===== config.mk =====
export PLATFORM = sky130hd
export DESIGN_NAME = countdown_display_scan
export DESIGN_NICKNAME = d
export VERILOG_FILES = /design/src/rtl/countdown_disp_pkg.sv /design/src/rtl/bin2bcd_seq.sv /design/src/rtl/countdown_display_scan.sv
export SDC_FILE = /design/constraint.sdc
export NUM_CORES = 1
export LEC_CHECK = 0
export CAP_MARGIN = 20
export CORE_MARGIN = 2
export CORE_UTILIZATION = 55
export DETAILED_ROUTE_END_ITERATION = 10
export GPL_ROUTABILITY_DRIVEN = 0
export PLACE_DENSITY = 0.82
export RECOVER_POWER = 100
export SLEW_MARGIN = 20
export SYNTH_ARGS = -nofsm -noshare
export SYNTH_HDL_FRONTEND = slang
export SYNTH_SLANG_ARGS = --single-unit

===== constraint.sdc =====
create_clock -name clk -period 2.52 [get_ports clk]
set_input_delay 0.504 -clock clk [delete_from_list [all_inputs] [get_ports clk]]
set_output_delay 0.504 -clock clk [all_outputs]
set_load 0.05 [all_outputs]

===== src/rtl/countdown_disp_pkg.sv =====
// Shared constants, segment lookup and FSM state type for the countdown display.
package countdown_disp_pkg;

  localparam logic [6:0] SEG_BLANK = 7'h7F;

  // Active-low {a,b,c,d,e,f,g} patterns for digits 0..9.
  localparam logic [6:0] SEG_TABLE [10] = '{
    7'b0000001, 7'b1001111, 7'b0010010, 7'b0000110, 7'b1001100,
    7'b0100100, 7'b0100000, 7'b0001111, 7'b0000000, 7'b0000100
  };

  typedef enum logic [1:0] {
    ST_IDLE   = 2'd0,
    ST_SHIFT  = 2'd1,
    ST_COMMIT = 2'd2
  } state_t;

  function automatic logic [6:0] bcd_to_seg(input logic [3:0] nib);
    if (nib <= 4'd9) return SEG_TABLE[nib];
    return SEG_BLANK;
  endfunction

  function automatic longint unsigned pow10(input int n);
    longint unsigned p;
    p = 64'd1;
    for (int i = 0; i < n; i++) p = p * 64'd10;
    return p;
  endfunction

endpackage


===== src/rtl/bin2bcd_seq.sv =====
// Sequential shift-add-3 binary to BCD converter, one input bit per cycle.
module bin2bcd_seq #(
  parameter int BIN_W  = 7,
  parameter int DIGITS = 2
) (
  input  logic                  clk,
  input  logic                  rst,
  input  logic                  start_i,
  input  logic [BIN_W-1:0]      bin_i,
  output logic                  busy_o,
  output logic                  done_o,
  output logic [4*DIGITS-1:0]   bcd_o
);

  localparam int CNT_W = (BIN_W > 1) ? $clog2(BIN_W) : 1;

  logic [BIN_W-1:0]    bin_q;
  logic [4*DIGITS-1:0] bcd_q;
  logic [4*DIGITS-1:0] bcd_adj;
  logic [CNT_W-1:0]    cnt_q;
  logic                busy_q;

  for (genvar gi = 0; gi < DIGITS; gi++) begin : g_adj
    assign bcd_adj[4*gi +: 4] = (bcd_q[4*gi +: 4] >= 4'd5) ?
                                (bcd_q[4*gi +: 4] + 4'd3) : bcd_q[4*gi +: 4];
  end

  always_ff @(posedge clk or posedge rst) begin
    if (rst) begin
      bin_q  <= '0;
      bcd_q  <= '0;
      cnt_q  <= '0;
      busy_q <= 1'b0;
    end else if (start_i && !busy_q) begin
      bin_q  <= bin_i;
      bcd_q  <= '0;
      cnt_q  <= '0;
      busy_q <= 1'b1;
    end else if (busy_q) begin
      bcd_q <= {bcd_adj[4*DIGITS-2:0], bin_q[BIN_W-1]};
      bin_q <= bin_q << 1;
      cnt_q <= cnt_q + 1'b1;
      if (cnt_q == CNT_W'(BIN_W - 1)) busy_q <= 1'b0;
    end
  end

  // done_o marks the final shift cycle; bcd_o is complete from the next cycle on.
  assign done_o = busy_q && (cnt_q == CNT_W'(BIN_W - 1));
  assign busy_o = busy_q;
  assign bcd_o  = bcd_q;

endmodule


===== src/rtl/countdown_display_scan.sv =====
// Binary count to double-buffered 7-segment display with digit multiplexing.
// Define LEADING_ZERO_BLANK_EN to blank zero digits above the most significant non-zero one.
module countdown_display_scan #(
  parameter int DIGITS   = 2,
  parameter int BIN_W    = 7,
  parameter int SCAN_DIV = 1000
) (
  input  logic                  clk,
  input  logic                  rst,
  input  logic                  in_valid,
  input  logic [BIN_W-1:0]      in_bin,
  output logic                  in_ready,
  output logic                  done,
  output logic                  ovf,
  output logic [7*DIGITS-1:0]   seg_all,
  output logic [6:0]            seg_n,
  output logic [DIGITS-1:0]     an_n
);
  import countdown_disp_pkg::*;

  localparam longint unsigned MAX_VAL = pow10(DIGITS) - 64'd1;
  localparam int IDX_W = (DIGITS > 1) ? $clog2(DIGITS) : 1;
  localparam int PRE_W = (SCAN_DIV > 1) ? $clog2(SCAN_DIV) : 1;

  state_t              state_q;
  logic                in_ready_q;
  logic                done_q;
  logic                ovf_q;
  logic                ovf_pend_q;
  logic [7*DIGITS-1:0] seg_all_q;
  logic [7*DIGITS-1:0] seg_commit_d;
  logic [PRE_W-1:0]    presc_q;
  logic [IDX_W-1:0]    idx_q;
  logic [DIGITS-1:0]   an_n_q;
  logic [6:0]          seg_n_q;

  logic                xfer;
  logic                out_of_range;
  logic                conv_busy;
  logic                conv_done;
  logic [4*DIGITS-1:0] conv_bcd;
  logic [3:0]          nib;
  logic                lead_zero;

  assign xfer         = in_valid && in_ready_q && (state_q == ST_IDLE);
  assign out_of_range = 64'(in_bin) > MAX_VAL;

  bin2bcd_seq #(
    .BIN_W  (BIN_W),
    .DIGITS (DIGITS)
  ) u_bin2bcd (
    .clk     (clk),
    .rst     (rst),
    .start_i (xfer),
    .bin_i   (in_bin),
    .busy_o  (conv_busy),
    .done_o  (conv_done),
    .bcd_o   (conv_bcd)
  );

  always_comb begin
    seg_commit_d = {(7*DIGITS){1'b1}};
    nib          = 4'd0;
    lead_zero    = 1'b1;
    for (int d = DIGITS - 1; d >= 0; d--) begin
      nib = conv_bcd[4*d +: 4];
      seg_commit_d[7*d +: 7] = bcd_to_seg(nib);
`ifdef LEADING_ZERO_BLANK_EN
      if (nib != 4'd0) lead_zero = 1'b0;
      if (lead_zero && (d != 0)) seg_commit_d[7*d +: 7] = SEG_BLANK;
`else
      lead_zero = 1'b0;
`endif
    end
    if (ovf_pend_q) seg_commit_d = {(7*DIGITS){1'b1}};
  end

  // seg_all only changes on the commit edge, so a conversion in flight is never visible.
  always_ff @(posedge clk or posedge rst) begin
    if (rst) begin
      state_q    <= ST_IDLE;
      in_ready_q <= 1'b1;
      done_q     <= 1'b0;
      ovf_q      <= 1'b0;
      ovf_pend_q <= 1'b0;
      seg_all_q  <= {(7*DIGITS){1'b1}};
    end else begin
      done_q <= 1'b0;
      case (state_q)
        ST_IDLE: begin
          if (xfer) begin
            ovf_pend_q <= out_of_range;
            in_ready_q <= 1'b0;
            state_q    <= ST_SHIFT;
          end
        end
        ST_SHIFT: begin
          if (conv_done) state_q <= ST_COMMIT;
        end
        ST_COMMIT: begin
          seg_all_q  <= seg_commit_d;
          ovf_q      <= ovf_pend_q;
          done_q     <= 1'b1;
          in_ready_q <= 1'b1;
          state_q    <= ST_IDLE;
        end
        default: begin
          in_ready_q <= 1'b1;
          state_q    <= ST_IDLE;
        end
      endcase
    end
  end

  always_ff @(posedge clk or posedge rst) begin
    if (rst) begin
      presc_q <= '0;
      idx_q   <= '0;
      an_n_q  <= {DIGITS{1'b1}};
      seg_n_q <= SEG_BLANK;
    end else begin
      if (presc_q == PRE_W'(SCAN_DIV - 1)) begin
        presc_q <= '0;
        if (idx_q == IDX_W'(DIGITS - 1)) idx_q <= '0;
        else idx_q <= idx_q + 1'b1;
      end else begin
        presc_q <= presc_q + 1'b1;
      end
      an_n_q  <= ~(DIGITS'(1) << idx_q);
      seg_n_q <= seg_all_q[7*idx_q +: 7];
    end
  end

  assign in_ready = in_ready_q;
  assign done     = done_q;
  assign ovf      = ovf_q;
  assign seg_all  = seg_all_q;
  assign seg_n    = seg_n_q;
  assign an_n     = an_n_q;

endmodule


==> results.json <==
{
  "top_layer": "met4",
  "detailroute.via_count": 1998,
  "first_global_vias": 1970,
  "cp_delay_by_family_top": "buffers and inverters",
  "drt-wirelength-per-cell_um": 13.1,
  "critical_path.reg2reg.endpoint": "seg_all[2]",
  "cts.repair.resized": 0,
  "ctsRootBufferMaster": "sky130_fd_sc_hd__clkbuf_8",
  "worstHoldEndpoint": "seg_all[3]",
  "drt_first_pass_iters": 4,
  "drc": 0,
  "slew-limit-headroom": 0.0838,
  "timing.final.max_slew_violations": 0,
  "ys_top_cells_by_area": "sky130_fd_sc_hd__dfrtp_1, sky130_fd_sc_hd__dfstp_2, sky130_fd_sc_hd__ha_1",
  "cts_tree": "yes",
  "die_footprint_um2": 5840,
  "grt_usage": 0.193,
  "diodes": 0,
  "syn-instance-count": 272,
  "final-hold-violation-count": 0,
  "wire_length_of_the_first_global_routing_pass_mm": 8.89,
  "synth_warnings": 0,
  "placement_rows": 26,
  "unrepaired_setup_endpoints_after_global_routing": "no",
  "cts.sink_count": 59,
  "timing.critical_path.required_ns": 2.02,
  "setup.worst_path.class": "reg -> out",
  "p_leak_nw": 1.52,
  "met3_length_um": 221,
  "timing.reg2reg.setup_slack_ns": 0.68,
  "worst_path_largest_cell_delay_ns": 0.88,
  "postCtsSetupBuffers": 0,
  "fin_nets": 331,
  "hold_path_startpoint": "seg_all[3]",
  "chipHeight_um": 76.4,
  "synth.largest_area_cell": "sky130_fd_sc_hd__dfrtp_1",
  "post_synth_num_cell_types": 43,
  "die_w_um": 76.4,
  "grt_overflow": 0,
  "detail_route.wirelength.met1_mm": 2.42,
  "vias_per_cell": 5.22,
  "synth.yosys.seq_area_share": 0.522,
  "core-area_um2": 5070,
  "hold_path_class": "reg -> reg",
  "count_of_flip_flops_with_a_built_in_enable_after_synthesis": 0,
  "total_setup_violations_reported_at_the_end_of_the_flow": 0,
  "synth.cell_area_um2": 2890,
  "number_of_buffers_created_by_cts": 9,
  "r2r-start": "u_bin2bcd.bcd_o[0]",
  "synth_top_cell_area_share": 0.304,
  "clock_skew_ns": 0.00376,
  "outcome": "finished clean",
  "htree_num_levels": 3,
  "worst-path-max-fanout": 3,
  "postCtsHoldBufs": 0,
  "final_clock_period_utilization_by_the_worst_path": 0.899,
  "synthArstFlopShare": 1.00,
  "grt_max_degree": 60,
  "worst-endpoint-arrival_ns": 1.76,
  "timing.critical_path.from_type": "flip-flop",
  "syn_to_final_growth_pct": 20.8,
  "timing.final.crit_period_ns": 2.26,
  "worst_ir_drop_vdd_mv": 0.329,
  "yosys.cell_count.top_type": "sky130_fd_sc_hd__dfrtp_1",
  "cp_cell_sequence": "dlygate4sd3_1",
  "initial_core_util": 0.569,
  "timing.reg2reg.worst_path_depth": 6,
  "cap_violations": 0,
  "cpMaxStageDelayCell": "sky130_fd_sc_hd__dlygate4sd3_1",
  "critical_path_cell_count": 1,
  "top_level_ports": 36,
  "route.met2.wl_mm": 2.27,
  "drt.antenna.violating_nets": 0,
  "tightestPinTransition_ns": 1.37,
  "min_path_cells": 2,
  "synth_ff_type": "sky130_fd_sc_hd__dfrtp_1",
  "synth.avg_cell_area_um2": 10.6,
  "yosys_register_bits": 59,
  "count_of_buffers_from_port_buffering": 35,
  "fillerInstances": 419,
  "grt_antenna_before_repair": 0,
  "power_density_nw_per_um2": 546,
  "whs_ns": 0.473,
  "critical_path.endpoint_type": "output port",
  "max_freq_mhz": 442,
  "clk_transition_reported_paths_ns": 0.06,
  "insertion_delay_ns": 0.34,
  "cts-root-to-sink-buffers": 2,
  "detailed_place_hpwl_mm": 3.48,
  "critical_path_buf_inv_count": 1,
  "drive_gt1_frac": 0.176,
  "finalSetupTns_ns": 0,
  "synth_top_cells_by_count": "sky130_fd_sc_hd__dfrtp_1, sky130_fd_sc_hd__nand2_1, sky130_fd_sc_hd__nor2_1",
  "syn-num-nets": 295,
  "sum_of_routed_wire_length_over_all_layers_mm": 5.03,
  "initialDrtViolationCount": 77
}
## tightest hold or removal path, cell delays in order (launching register included)
cell and delay (ns):
sky130_fd_sc_hd__dfstp_2 0.38, sky130_fd_sc_hd__nand2_1 0.05, sky130_fd_sc_hd__nand2_1 0.05
## state kept, by name (all words and copies together) (netlist names)
register and cells:
an_n 2, seg_all 14, idx_q 1, done 1, ovf 1, u_bin2bcd.cnt_q 3, seg_n 7, u_bin2bcd.busy_o 1
presc_q 10, in_ready 1, u_bin2bcd.bin_q 7, ovf_pend_q 1, state_q 2, u_bin2bcd.bcd_o 8
## worst max-delay path by stage
stage | start | end | slack [ns]
2_1_floorplan | rst | done | 0.60
4_1_cts | seg_all[9] | seg_all[9] | 0.30
6_report | seg_all[4] | seg_all[4] | 0.26
3_3_place_gp | in_valid | u_bin2bcd.bcd_o[7] | 0.47
3_5_place_dp | in_valid | u_bin2bcd.bcd_o[7] | 0.43
5_1_grt | seg_all[4] | seg_all[4] | 0.22
## layer usage
layer | GRT usage | vias to the layer above
met5 | 0 | -
met2 | 0.302 | 51
met1 | 0.247 | 923
li1 | - | 1012
met4 | 0.115 | 0
met3 | 0.0438 | 12
## cell usage in the layout (no fill, tap or decap), drive strengths merged, types with 5 or more instances in the layout
master	instances
xnor2	6
clkdlybuf4s50	7
clkinv	5
a21oi	14
nor2	25
ha	13
nand3	5
nand2	32
nand2b	9
dfstp	24
inv	9
dlygate4sd3	28
mux2	10
dfrtp	35
o21ai	19
mux2i	15
clkbuf	13
## final cells by class
type                       count  area (um^2)  area share
sequential                    59         1510       0.432
multi-input combinational    189         1260       0.361
timing repair buffer          38          370       0.106
clock buffer                  12          176      0.0506
tap                           70         87.6      0.0251
clock inverter                 4         45.0      0.0129
inverter                      11         41.3      0.0118
## power by group
group          total (mW)  switching, mW  leakage [nW]  internal [mW]
clock network       0.921          0.356         0.117          0.565
registers           0.949              0         0.665          0.949
logic              0.0329         0.0203         0.737         0.0127
total                1.90          0.377          1.52           1.53
## logic make-up (layout without fill, tap and decap cells)
family / after synthesis / after routing / share of synthesized area
xor gates and xnor gates: 9 / 9 / 0.0273
adders and majority gates: 13 / 13 / 0.0564
and+or+nand+nor: 84 / 84 / 0.142
AOI/OAI and AO/OA: 58 / 58 / 0.124
muxes: 25 / 25 / 0.0911
DFF: 59 / 59 / 0.522
buffers and inverters: 24 / 65 / 0.0364
## metrics by stage
stage                     total power, mW  setup WS (ns)  cell area, um^2  instances   util
after global routing                 1.96          0.221             3490        383  0.687
after detailed placement             1.00          0.427             3290        367  0.649
after global placement               1.00          0.473             3290        367  0.649
final                                1.90          0.256             3490        383  0.687
after floorplan                     0.979          0.599             2890        272      -
after CTS                            1.93          0.305             3520        383  0.693
Power figures use the tool's default switching activity.
==> RTL change 1, RTL diff (config.mk and constraints unchanged) <==
Reset style: synchronous (`rst`), changed in 3 clocked blocks.
--- a/src/rtl/bin2bcd_seq.sv
+++ b/src/rtl/bin2bcd_seq.sv
@@ -26,5 +26,5 @@
   end
 
-  always_ff @(posedge clk or posedge rst) begin
+  always_ff @(posedge clk) begin
     if (rst) begin
       bin_q  <= '0;
--- a/src/rtl/countdown_display_scan.sv
+++ b/src/rtl/countdown_display_scan.sv
@@ -77,5 +77,5 @@
 
   // seg_all only changes on the commit edge, so a conversion in flight is never visible.
-  always_ff @(posedge clk or posedge rst) begin
+  always_ff @(posedge clk) begin
     if (rst) begin
       state_q    <= ST_IDLE;
@@ -113,5 +113,5 @@
   end
 
-  always_ff @(posedge clk or posedge rst) begin
+  always_ff @(posedge clk) begin
     if (rst) begin
       presc_q <= '0;
Check against the original RTL: differs if rst is asserted again (counterexample within 4 cycles, from zero or initial values and one cycle with rst high); with rst held inactive, the same outputs for 10 cycles.
==> RTL change 1 against the original RTL <==
  * Count of clock-buffer cells in the layout shrank 1
  * Worst setup slack improved by 0.16 ns
  * Critical path type unchanged
  * Core utilization rose by 0.15 points
  * Design area down 6.1%
  * Die area fell by 5.6%
  * Register-to-register slack worse by 0.17 ns
  * Global-route usage increased by 3.3 points
  * Sequential cell count stayed put
  * Critical endpoint is now seg_all[1]
  * Wire length grew 14%
  * Synthesized area shrank 5.9%
  * Clock skew is 0.0030 ns higher
Power is not compared: it rests on default switching activity, and its combinational part moved more than twofold at a synthesized area within 25%.
==> RTL change 1: results (changes against the original RTL) <==
| Metric | Value |
|---|---|
| Outcome | complete, no violations (unchanged) |
| Synth Area in Compound Gates | 0.1755 (was 0.1245) |
| Number of flip-flops and latches | 59 (unchanged) |
| Synth area leaders | dfxtp_1 (43%), a21oi_1 (6.3%), ha_1 (6.0%) (was dfrtp_1 (30%), dfstp_2 (22%), ha_1 (5.6%)) |
| DIE AREA | 5517 µm² (was 5842 µm²) |
| Worst Setup SP | seg_all[1] (was seg_all[4]) |
| Setup slack, reg-to-reg | 0.51 ns (was 0.68 ns) |
| Clock skew | 0.006793 ns (was 0.003758 ns) |
| Largest net degree at the start of global routing | 29 (was 60) |
| Number of global-route vias before repair | 2117 (was 1970) |
| Mean routed wirelength per cell | 13.79 µm (was 13.14 µm) |
| Share of layout cells above drive strength 1 | 0.08023 (was 0.1757) |
| Critical R2R Launch | u_bin2bcd.bcd_o[4] (was u_bin2bcd.bcd_o[0]) |
| Reg2reg path depth | 5 (was 6) |
| # clk buffers | 11 (was 12) |
| Final clock-cell share | 0.05925 (was 0.06353) |
| Worst hold start | u_bin2bcd.bin_q[3] (was seg_all[3]) |
| Setup crit end | seg_all[1] (was seg_all[4]) |
| Commonest cells post-synth | dfxtp_1 (59), a21oi_1 (34), nand2_1 (28), nor2_1 (28), nor3_1 (20) (was dfrtp_1 (35), nand2_1 (31), nor2_1 (25)) |
| Syn nets | 334 (was 295) |
| Count of multi-input gates | 220 (was 189) |
| R2R Path End | seg_all[12] (was seg_all[2]) |
| Critical Path AT | 1.60 ns (was 1.76 ns) |
| Seq area share | 0.3609 (was 0.4322) |
| Hold Path End | u_bin2bcd.bin_q[4] (was seg_all[3]) |
| Worst-Margin Slew | 0.8154 ns (was 1.374 ns) |
| Signal buffers share of area | 0.1174 (was 0.1062) |
| Async set-or-reset flop fraction in the synthesized netlist | 0 (was 1.000) |
| Library cells used by synthesis | 39 (was 43) |
| Adder-Cell Fraction of Synth Area | 0.05988 (was 0.05637) |
| Post-DP Area | 3100 µm² (was 3294 µm²) |
| First-pass GRT wire length | 9556 µm (was 8887 µm) |
| Fill cells | 405 (was 419) |
| Via/cell ratio | 5.433 (was 5.217) |
| Layout Nets | 367 (was 331) |
| Gr usage total | 0.2261 (was 0.1933) |
| Xor/xnor share of the synthesized area | 0.02257 (was 0.02732) |
| Seq/Total Area, Yosys | 0.4348 (was 0.5221) |
[RTL change 1: kinds of logic after synthesis]
| family | Yosys count |
|---|---|
| AOI/OAI and AO/OA | 75 |
| xor gates and xnor gates | 7 |
| DFF | 59 |
| muxes | 15 |
| buffers and inverters | 32 |
| and+or+nand+nor | 110 |
| adders and majority gates | 13 |
[RTL change 1: through the flow]
stage	hold WS, ns	cells	util	setup slack (ns)	power [W]
after floorplan	0.4132	311	-	0.8548	0.001163
after global placement	0.4296	400	0.6521	0.5870	0.001205
after detailed placement	0.4430	400	0.6521	0.5696	0.001211
after CTS	0.4531	416	0.6929	0.4799	0.002045
after global routing	0.4792	416	0.6884	0.3319	0.002102
final	0.4551	416	0.6884	0.4183	0.002033
[RTL change 1: metal layers]
metal | vias up | wire length [µm] | GRT usage
met1 | 1038 | 2602 | 0.2846
met5 | - | 0 | 0
met4 | 0 | 93 | 0.09325
li1 | 1143 | - | -
met3 | 10 | 253 | 0.06504
met2 | 69 | 2788 | 0.3661
==> RTL change 2, RTL diff (same settings) <==
Made on the original files. Change the parameter `SCAN_DIV` from 1000 to 2000.
--- a/src/rtl/countdown_display_scan.sv
+++ b/src/rtl/countdown_display_scan.sv
@@ -4,5 +4,5 @@
   parameter int DIGITS   = 2,
   parameter int BIN_W    = 7,
-  parameter int SCAN_DIV = 1000
+  parameter int SCAN_DIV = 2000
 ) (
   input  logic                  clk,
Function: no difference found for any inputs over 10 cycles, from zero or initial values and one cycle with rst high; that may be too few to reach the edited logic, so the function may still have changed.
==> RTL change 2 against the original RTL <==
  * Wire length grew 14%
  * Critical path depth is the same
  * First-iteration DRC count grew 100%
  * Sequential cell count grew 1
  * Clock skew grew 0.0045 ns
  * Cell count grew 1.6%
  * Synthesized area grew 2.0%
  * Design area grew 2.4%
  * Synthesized cell count grew 1.8%
  * Worst setup slack gained 0.0020 ns
Power is not compared: it rests on default switching activity, and its combinational part moved more than twofold at a synthesized area within 25%.
==> RTL change 2: results (changes against the original RTL) <==
| Metric | Value |
|---|---|
| Mean routed wirelength per cell | 14.73 µm (was 13.14 µm) |
| Seq/Total Area, Yosys | 0.5202 (was 0.5221) |
| Mux cell area share after synthesis | 0.06927 (was 0.09107) |
| Worst rel slew slack | 0.03156 (was 0.08382) |
| Final clock-cell share | 0.07010 (was 0.06353) |
| Met2 wire length | 2776 µm (was 2266 µm) |
| DR iter-0 viols | 155 (was 77) |
| Placed cell count | 373 (was 367) |
| Count of multi-input gates | 190 (was 189) |
| Grt met1 use | 0.2787 (was 0.2472) |
| Number of flip-flops and latches | 60 (was 59) |
| Layout Nets | 337 (was 331) |
| Share of layout cells above drive strength 1 | 0.1630 (was 0.1757) |
| Non-CTS inverters | 13 (was 11) |
| Hold Path End | u_bin2bcd.bin_q[4] (was seg_all[3]) |
| Critical R2R Launch | state_q[1] (was u_bin2bcd.bcd_o[0]) |
| Number of global-route vias before repair | 2145 (was 1970) |
| Synth area leaders | dfrtp_1 (31%), dfstp_2 (21%), ha_1 (5.5%) (was dfrtp_1 (30%), dfstp_2 (22%), ha_1 (5.6%)) |
| First-pass GRT wire length | 10070 µm (was 8887 µm) |
| Met2 GRT Util | 0.3426 (was 0.3018) |
| Commonest cells post-synth | dfrtp_1 (36), dfstp_2 (24), nor2_1 (23) (was dfrtp_1 (35), nand2_1 (31), nor2_1 (25)) |
| Synth Area in Compound Gates | 0.1419 (was 0.1245) |
| Met1 wire length | 2623 µm (was 2421 µm) |
| Outcome | complete, no violations (unchanged) |
| Library cells used by synthesis | 49 (was 43) |
| Nonclk buf count | 40 (was 38) |
| Largest net degree at the start of global routing | 61 (was 60) |
| Setup slack, reg-to-reg | 0.56 ns (was 0.68 ns) |
| Clock skew | 0.008270 ns (was 0.003758 ns) |
| Avg Cell Area, Syn | 10.63 µm² (was 10.61 µm²) |
| Xor/xnor share of the synthesized area | 0.01785 (was 0.02732) |
| GR Layer Usage met3 | 0.03412 (was 0.04384) |
| Met3 Routed Length | 201 µm (was 221 µm) |
| Reg2reg path depth | 3 (was 6) |
| Adder-Cell Fraction of Synth Area | 0.05525 (was 0.05637) |
| Final HPWL DP | 3877 µm (was 3482 µm) |
| Seq area share | 0.4290 (was 0.4322) |
| Fill cells | 397 (was 419) |
| Worst Setup SP | seg_all[2] (was seg_all[4]) |
RTL change 2: metrics by stage:
step | hold WS (ns) | setup WS (ns) | cell area (µm²)
detailed placement | 0.4778 | 0.5973 | 3374
finish | 0.4902 | 0.2577 | 3570
global route | 0.5168 | 0.2278 | 3570
global placement | 0.4630 | 0.6340 | 3374
CTS | 0.4920 | 0.3157 | 3625
floorplan | 0.3528 | 0.5710 | 2944
RTL change 2: worst max-delay path by stage:
| stage | to | slack [ns] |
|---|---|---|
| 3_3_place_gp | u_bin2bcd.bcd_o[3] | 0.63 |
| 2_1_floorplan | done | 0.57 |
| 6_report | seg_all[2] | 0.26 |
| 5_1_grt | in_ready | 0.23 |
| 4_1_cts | seg_all[2] | 0.32 |
| 3_5_place_dp | u_bin2bcd.bcd_o[3] | 0.60 |
RTL change 2: worst reg2reg max path, cell delays in order, from the launching register on:
cell and delay, ns:
dfrtp_1 0.39, nor2b_1 0.16, clkbuf_1 0.88, mux2_2 0.42
